$ cat src/rtl/casez_dispatch_pkg.sv
// Shared types and fixed wildcard patterns for the casez dispatcher.
// A value hits a pattern when (value & MSK) == (VAL & MSK); a cleared mask bit is don't-care.
package casez_dispatch_pkg;

    typedef enum logic [1:0] {CLS_P0, CLS_P1, CLS_P2, CLS_DEF} cls_e;
    typedef enum logic [1:0] {IDLE, PRE, POST, DEF} state_e;

    localparam logic [3:0] P0_VAL  = 4'b0000;
    localparam logic [3:0] P0_MSK  = 4'b1111;
    localparam logic [3:0] P0_CODE = 4'b0000;
    localparam logic [3:0] P1_VAL  = 4'b0001;
    localparam logic [3:0] P1_MSK  = 4'b1101;
    localparam logic [3:0] P1_CODE = 4'b0001;
    localparam logic [3:0] P2_VAL  = 4'b0100;
    localparam logic [3:0] P2_MSK  = 4'b1111;
    localparam logic [3:0] P2_CODE = 4'b0010;

    function automatic logic [3:0] cls_code(input cls_e c);
        case (c)
            CLS_P0:  cls_code = P0_CODE;
            CLS_P1:  cls_code = P1_CODE;
            CLS_P2:  cls_code = P2_CODE;
            default: cls_code = 4'b0000;
        endcase
    endfunction

endpackage

$ cat src/rtl/casez_dispatch_match.sv
// Combinational first-hit-wins matcher: value in, class out.
module pattern_match
    import casez_dispatch_pkg::*;
#(
    parameter int W = 4
) (
    input  logic [W-1:0] value,
    output cls_e         cls
);

    localparam logic [W-1:0] M0 = W'(P0_MSK);
    localparam logic [W-1:0] V0 = W'(P0_VAL & P0_MSK);
    localparam logic [W-1:0] M1 = W'(P1_MSK);
    localparam logic [W-1:0] V1 = W'(P1_VAL & P1_MSK);
    localparam logic [W-1:0] M2 = W'(P2_MSK);
    localparam logic [W-1:0] V2 = W'(P2_VAL & P2_MSK);

    always_comb begin
        cls = CLS_DEF;
        if ((value & M0) == V0)      cls = CLS_P0;
        else if ((value & M1) == V1) cls = CLS_P1;
        else if ((value & M2) == V2) cls = CLS_P2;
    end

endmodule

$ cat src/rtl/casez_dispatch.sv
// Wildcard-priority dispatcher: accept a value in IDLE, settle, publish a code, hold.
// One shared down-counter times PRE, POST and DEF phases.
module casez_dispatch
    import casez_dispatch_pkg::*;
#(
    parameter int W        = 4,
    parameter int PRE_CYC  = 3,
    parameter int POST_CYC = 3,
    parameter int DEF_CYC  = 2,
    parameter int CNT_W    = 8
) (
    input  logic             clk,
    input  logic             rst_n,
    input  logic             in_valid,
    output logic             in_ready,
    input  logic [W-1:0]     in_value,
    output logic             out_valid,
    output logic [1:0]       out_class,
    output logic [W-1:0]     out_code,
    output logic             busy,
    input  logic             clr_cnt,
    output logic [4*CNT_W-1:0] hit_cnt
);

    localparam int MAXC = (PRE_CYC > POST_CYC) ? ((PRE_CYC > DEF_CYC) ? PRE_CYC : DEF_CYC)
                                               : ((POST_CYC > DEF_CYC) ? POST_CYC : DEF_CYC);
    localparam int CW = (MAXC < 2) ? 1 : $clog2(MAXC);
    localparam logic [CW-1:0] PRE_LD  = CW'(PRE_CYC - 1);
    localparam logic [CW-1:0] POST_LD = CW'((POST_CYC > 0) ? POST_CYC - 1 : 0);
    localparam logic [CW-1:0] DEF_LD  = CW'(DEF_CYC - 1);

    state_e                  state, state_d;
    logic [CW-1:0]           cnt, cnt_d;
    cls_e                    cls_q, cls_in;
    logic                    accept, pub;
    logic [3:0][CNT_W-1:0]   hits;

    pattern_match #(.W(W)) u_match (.value(in_value), .cls(cls_in));

    assign in_ready = (state == IDLE);
    assign busy     = (state != IDLE);
    assign accept   = in_valid & in_ready;
    assign hit_cnt  = hits;

    always_comb begin
        state_d = state;
        cnt_d   = cnt;
        pub     = 1'b0;
        case (state)
            IDLE: if (accept) begin
                state_d = (cls_in == CLS_DEF) ? DEF : PRE;
                cnt_d   = (cls_in == CLS_DEF) ? DEF_LD : PRE_LD;
            end
            PRE: if (cnt == '0) begin
                pub = 1'b1;
                if (POST_CYC == 0) state_d = IDLE;
                else begin
                    state_d = POST;
                    cnt_d   = POST_LD;
                end
            end else cnt_d = cnt - CW'(1);
            POST: if (cnt == '0) state_d = IDLE;
                  else cnt_d = cnt - CW'(1);
            DEF: if (cnt == '0) begin
                pub     = 1'b1;
                state_d = IDLE;
            end else cnt_d = cnt - CW'(1);
            default: state_d = IDLE;
        endcase
    end

    always_ff @(posedge clk or negedge rst_n) begin
        if (!rst_n) begin
            state     <= IDLE;
            cnt       <= '0;
            cls_q     <= CLS_P0;
            out_valid <= 1'b0;
            out_class <= 2'd0;
            out_code  <= '0;
        end else begin
            state     <= state_d;
            cnt       <= cnt_d;
            out_valid <= pub;
            if (accept) cls_q <= cls_in;
            // Unmatched values publish class 3 but leave the last code in place.
            if (pub) begin
                out_class <= cls_q;
                if (state != DEF) out_code <= W'(cls_code(cls_q));
            end
        end
    end

    always_ff @(posedge clk or negedge rst_n) begin
        if (!rst_n) hits <= '0;
        else if (clr_cnt) hits <= '0;
        else if (accept && hits[cls_in] != '1) hits[cls_in] <= hits[cls_in] + CNT_W'(1);
    end

endmodule

$ cat config.mk
export PLATFORM = sky130hd
export DESIGN_NAME = casez_dispatch
export DESIGN_NICKNAME = d
export VERILOG_FILES = /design/src/rtl/casez_dispatch_pkg.sv /design/src/rtl/casez_dispatch_match.sv /design/src/rtl/casez_dispatch.sv
export SDC_FILE = /design/constraint.sdc
export NUM_CORES = 1
export LEC_CHECK = 0
export BUFFER_PORTS_ARGS = -buffer_cell sky130_fd_sc_hd__buf_2
export CORE_AREA = 4 4 83 85
export CTS_BUF_LIST = sky130_fd_sc_hd__clkbuf_8 sky130_fd_sc_hd__clkbuf_16
export CTS_CLUSTER_SIZE = 10
export DETAILED_ROUTE_END_ITERATION = 8
export DIE_AREA = 0 0 87 89
export SLEW_MARGIN = 20
export SYNTH_ARGS = -nofsm -noshare
export SYNTH_HDL_FRONTEND = slang
export SYNTH_SLANG_ARGS = --single-unit
$ cat constraint.sdc
create_clock -name clk -period 4.89 [get_ports clk]
set_input_delay 0.978 -clock clk [delete_from_list [all_inputs] [get_ports clk]]
set_output_delay 0.978 -clock clk [all_outputs]
set_load 0.05 [all_outputs]
==> Yosys cells after proc, flatten, opt, wreduce, memory -nomap -nowiden <==
Cells that the tools add are included.
{ "word_totals": {"reg_bits": 45, "wordCells": 64} }
{ "op_classes": {"addsub": 2, "n_lt_le_gt_ge": 2, "n_eq_ne": 14, "n_mux": 23, "n_bitwise": 1, "reduce_logical": 12} }
{ "op_table": {"columns": ["cell", "count"], "rows": [
  ["$mux W32", 2],
  ["$bwmux W32", 1],
  ["$mux W2", 10],
  ["$bmux W8 S2", 1],
  ["$demux W8 S2", 1],
  ["$mux W8", 2],
  ["$pmux W2 S3", 2],
  ["$add A8 B1 Y8 const B", 1],
  ["$eq A2 B2 Y1 const B", 4],
  ["$ne A8 B8 Y1 const B", 1],
  ["$ne A2 B2 Y1 const B", 3],
  ["$eq A2 B1 Y1 const B", 2],
  ["$eq A4 B3 Y1 const B", 1],
  ["$logic_not A2 Y1", 2],
  ["$logic_not A4 Y1", 1],
  ["$ne A2 B1 Y1 const B", 2],
  ["$pmux W2 S2", 1],
  ["$reduce_and A2 Y1", 2],
  ["$reduce_bool A2 Y1", 2],
  ["$reduce_or A2 Y1", 2],
  ["$eq A3 B1 Y1 const B", 1],
  ["$lt A2 B3 Y1 const B", 1],
  ["$mux W1", 3],
  ["$reduce_and A3 Y1", 1],
  ["4 further kinds", 5]
]} }

==> Depth between registers and ports, before layout <==
{ "depth": {"depth_word": 11, "depth_mapped": 13} }

==> Modules after synthesis <==
From an unflattened synthesis, not the netlist that was laid out.
{ "unflattened": {"cells_unflattened": 194, "area_unflattened_um2": 2194.6} }
{ "by_module_without_submodules": {"columns": ["module", "instances", "cells_each", "area_per_inst_um2"], "rows": [
  ["casez_dispatch", 1, 190, 2175.8],
  ["pattern_match", 1, 4, 18.8]
]} }

==> Worst setup path after synthesis <==
No wires, ideal clock.
{ "synth_timing": {"path_type": "input to register", "start": "input port in_value[2]", "end": "register hits, in the netlist hit_cnt[1]", "setup_ps": 132, "t_arrival_ps": 3911, "required_ps": 4758, "path_slack_ps": 847, "path_stages": 12, "path_buffers": 3, "cell_sequence": "buf_2 -> buf_2 -> mux2_2 -> a222oi_1 -> inv_1 -> ha_1 -> nor3b_1 -> and4_4 -> buf_6 -> a2111oi_4 -> mux2i_1 -> nor2_1"} }
{ "synth_between": {"elab_chain_len": 11} }
{ "synth_rtl": {"columns": ["element", "line_no", "rtl"], "rows": [
  ["start, declared", "casez_dispatch.sv:16", "input logic [W-1:0] in_value,"],
  ["$eq A4 B3 Y1", "casez_dispatch_match.sv:22", "else if ((value & M2) == V2) cls = CLS_P2;"],
  ["$mux W1", "casez_dispatch_match.sv:22", null],
  ["$mux W2", "casez_dispatch_match.sv:21", "else if ((value & M1) == V1) cls = CLS_P1;"],
  ["$mux W2 (*)", "casez_dispatch_match.sv:20", "if ((value & M0) == V0) cls = CLS_P0;"],
  ["parallel branches: the longest is 7 deep, another holds $add A8 B1 Y8", null, null],
  ["end signal, assigned", "casez_dispatch.sv:94", "if (!rst_n) hits <= '0;"],
  ["end signal, assigned", "casez_dispatch.sv:95", "else if (clr_cnt) hits <= '0;"],
  ["end, declared", "casez_dispatch.sv:36", "logic [3:0][CNT_W-1:0] hits;"]
]} }
Mark *: on every way between the ends. The select of a mux whose other input is x is not followed.
A chain may end at the register's enable or synchronous reset.

==> Worst setup path after layout <==
{ "layout_timing": {"start": "input port in_value[0]", "end": "register hits, in the netlist hit_cnt[0]"} }
The elaborated chain is that of the path after synthesis.

==> flow_summary.ini <==
[drt]
drc = 0
ant_nets = 0
vias = 1892
first_pass_iters = 4
first_iter_violations = 84
wire_per_inst_um = 16.4
wl_um = 5780
viasPerCell = 5.38

[sta]
maxSlewViolCount = 0
rsz0062_at_grt = false
layout_worst_path_cycle_share = 0.782
min_period_ps = 3830
worstMarginPinSlew_ps = 794
fmax_mhz = 261
setup_viol = 0
tns_ps = 0
final-hold-violation-count = 0
maxSlewHeadroom = 0.470
clock_skew_ps = 14.2

[power]
p_int_mw = 0.702
cellLeakagePower_nw = 1.27
p_sw_mw = 0.472
pwr-share-clk = 0.247
seqPwrFrac = 0.386
p_comb_frac = 0.367
p_per_area_nw_per_um2 = 427
p_sw_frac = 0.402
irDropWorstVdd_uv = 298

[run]
drv_cap = 0

[finish]
final_core_util = 0.443
nets = 285
syn2layout_area_growth_pct = 15.1
drive_gt1_frac = 0.258
num_antenna_cells = 0

[clock_tree]
tritoncts = done
cts_hold_buffers = 0
clock_path_buffers = 2
ctsResizeCount = 0
cts_made_buffers = 5
cts.sinks = 43
post_cts_buffers = 0
clk_pin_slew_ps = 80
cts-root-buf = clkbuf_8
clkLatencyLatePin_ps = 300
h-tree-depth = 2

[yosys]
synthesis.area_um2 = 2390
syn_inst = 234
ys_seq_area_frac = 0.451
avgSynthCellArea_um2 = 10.2
ys_async_sr_fraction = 1.00
synth_cell_types = 48
ys_seq_elements = 43
netlist.area_leader.share = 0.451
synth_edf_count = 0
yosysTopAreaCell = dfrtp_1
ys_warn_count = 0
yosys-top-cells-area = dfrtp_1, mux2i_1, nor2_1
ys.flop_type = dfrtp_1

[worst_hold_path]
min-delay-start = cls_q[0]$_DFFE_PN0P_
holdPathEnd = out_code[1]$_DFFE_PN0P_
hp-class = reg2reg
hold_depth = 1

[global_routing]
grt_usage = 0.162
first_global_vias = 1856
grt_antenna_before_repair = 0
grt_max_degree = 44
grt_pass1_wl_um = 9720
grt-ovfl-total = 0

[floorplan]
die_y_um = 89
core_um2 = 6200
die_area_um2 = 7740
rows = 29
die_w_um = 87
pin_count = 49
start_util = 0.385

[placed_design]
gp_congestion = 0.874
hpwlAfterDp_um = 4100
port_buffers = 46

[critical_path]
critPathRequiredTime_ps = 5050
critical_path.max_fanout = 20
r2r_slack_ps = 1820
critPathLaunchType = primary input
r2r_end = hit_cnt[0]$_DFFE_PN0P_
worst_ep_arrival_time_ps = 3990
cp-end-kind = flip-flop
path_class = in2reg
reg2reg_depth = 10
timing.rr.start = hit_cnt[16]$_DFFE_PN0P_

[run_status]
outcome = complete, no violations
==> kinds of logic after synthesis <==
kind of cell    Yosys count  synth area share
simple gates             75             0.155
compound gates           55             0.195
flops                    43             0.451
buf+inv                  28            0.0613
mux                      23            0.0981
xor+xnor                  6            0.0220
fa+ha+maj                 3            0.0157
other cells               1           0.00157
==> stage by stage <==
| stage | std cells | instance area [µm²] | power (mW) | setup WS, ps | hold WS, ps |
|---|---|---|---|---|---|
| CTS | 352 | 2740 | 1.18 | 1060 | 466 |
| global route | 352 | 2750 | 1.25 | 760 | 484 |
| finish | 352 | 2750 | 1.17 | 1060 | 461 |
| global placement | 344 | 2630 | 0.887 | 802 | 448 |
| floorplan | 235 | 2390 | 0.796 | 847 | 433 |
| detailed placement | 344 | 2630 | 0.893 | 741 | 455 |
==> final cells by class <==
| cell class | instances | area, µm² |
|---|---|---|
| clock buffer | 6 | 82.6 |
| clock inverter | 2 | 35.0 |
| fill | 621 | 3460 |
| inverter | 13 | 48.8 |
| multi-input combinational | 164 | 1170 |
| sequential | 43 | 1080 |
| tap | 77 | 96.3 |
| timing repair buffer | 47 | 240 |
==> routing by layer <==
metal  part of all wire  wire length, µm  GRT usage
met1               0.46             2680      0.225
met4              0.015               84     0.0581
met2               0.46             2650      0.247
met3              0.062              360     0.0396
met5                  0                0          0
==> state kept, by name, indices dropped and copies added, names as in the netlist <==
signal / flops
hit_cnt: 32
cls_q: 2
cnt: 2
out_class: 2
out_code: 2
state: 2
out_valid: 1
==> cell usage after synthesis (4+ instances only) <==
library cell	count
dfrtp_1	43
nor2_1	35
mux2i_1	20
inv_1	13
a211oi_1	12
nand2_1	12
o21ai_0	9
o32ai_1	7
nor3_1	6
a21oi_1	5
clkbuf_1	5
buf_6	4
==> how the worst max path moves through the flow <==
stage | from | to | slack (ps) | cells after the start
after floorplan | in_value[2] | hit_cnt[1]$_DFFE_PN0P_ | 850 | 12
after detailed placement | in_value[2] | hit_cnt[3]$_DFFE_PN0P_ | 740 | 11
after global routing | in_value[0] | hit_cnt[6]$_DFFE_PN0P_ | 760 | 12
final | in_value[0] | hit_cnt[0]$_DFFE_PN0P_ | 1060 | 12
after CTS | in_value[0] | hit_cnt[3]$_DFFE_PN0P_ | 1060 | 12
after global placement | in_value[2] | hit_cnt[2]$_DFFE_PN0P_ | 800 | 11
==> power groups by stage <==
stage | registers, mW | clock network [mW] | logic (mW)
finish | 0.453 | 0.290 | 0.430
global route | 0.462 | 0.311 | 0.472
CTS | 0.453 | 0.296 | 0.433
detailed placement | 0.460 | 0 | 0.433
global placement | 0.460 | 0 | 0.428
floorplan | 0.553 | 0 | 0.243
==> critical path: stages <==
cell       delay [ps]
buf_2             290
nand2b_1          300
nand2_1           130
a222oi_1          340
buf_4             200
inv_1              40
ha_1              190
nor3b_1           150
and4_4            260
a2111oi_4         780
mux2i_1           260
nor2_1             60
==> cells in the final DEF, fill, tap and decap left out, types with 2 or more instances in the layout <==
cell type,count
mux2_2,3
or3b_2,2
buf_4,2
nor2_1,35
o2bb2ai_1,2
o21ai_0,9
a21oi_1,5
nor3_1,6
nor2b_1,3
or3_1,2
ha_1,3
nand2_1,12
clkbuf_8,6
o32ai_1,7
xnor2_1,3
buf_2,45
or2_2,3
inv_1,13
o221ai_1,3
dfrtp_1,43
a22o_1,2
a211oi_4,3
o41ai_1,2
mux2i_1,20
a211oi_1,12
conb_1,2
xor2_1,3
nand2b_1,3
nor3b_1,2
Note: power is estimated with default switching activity, not from simulation.
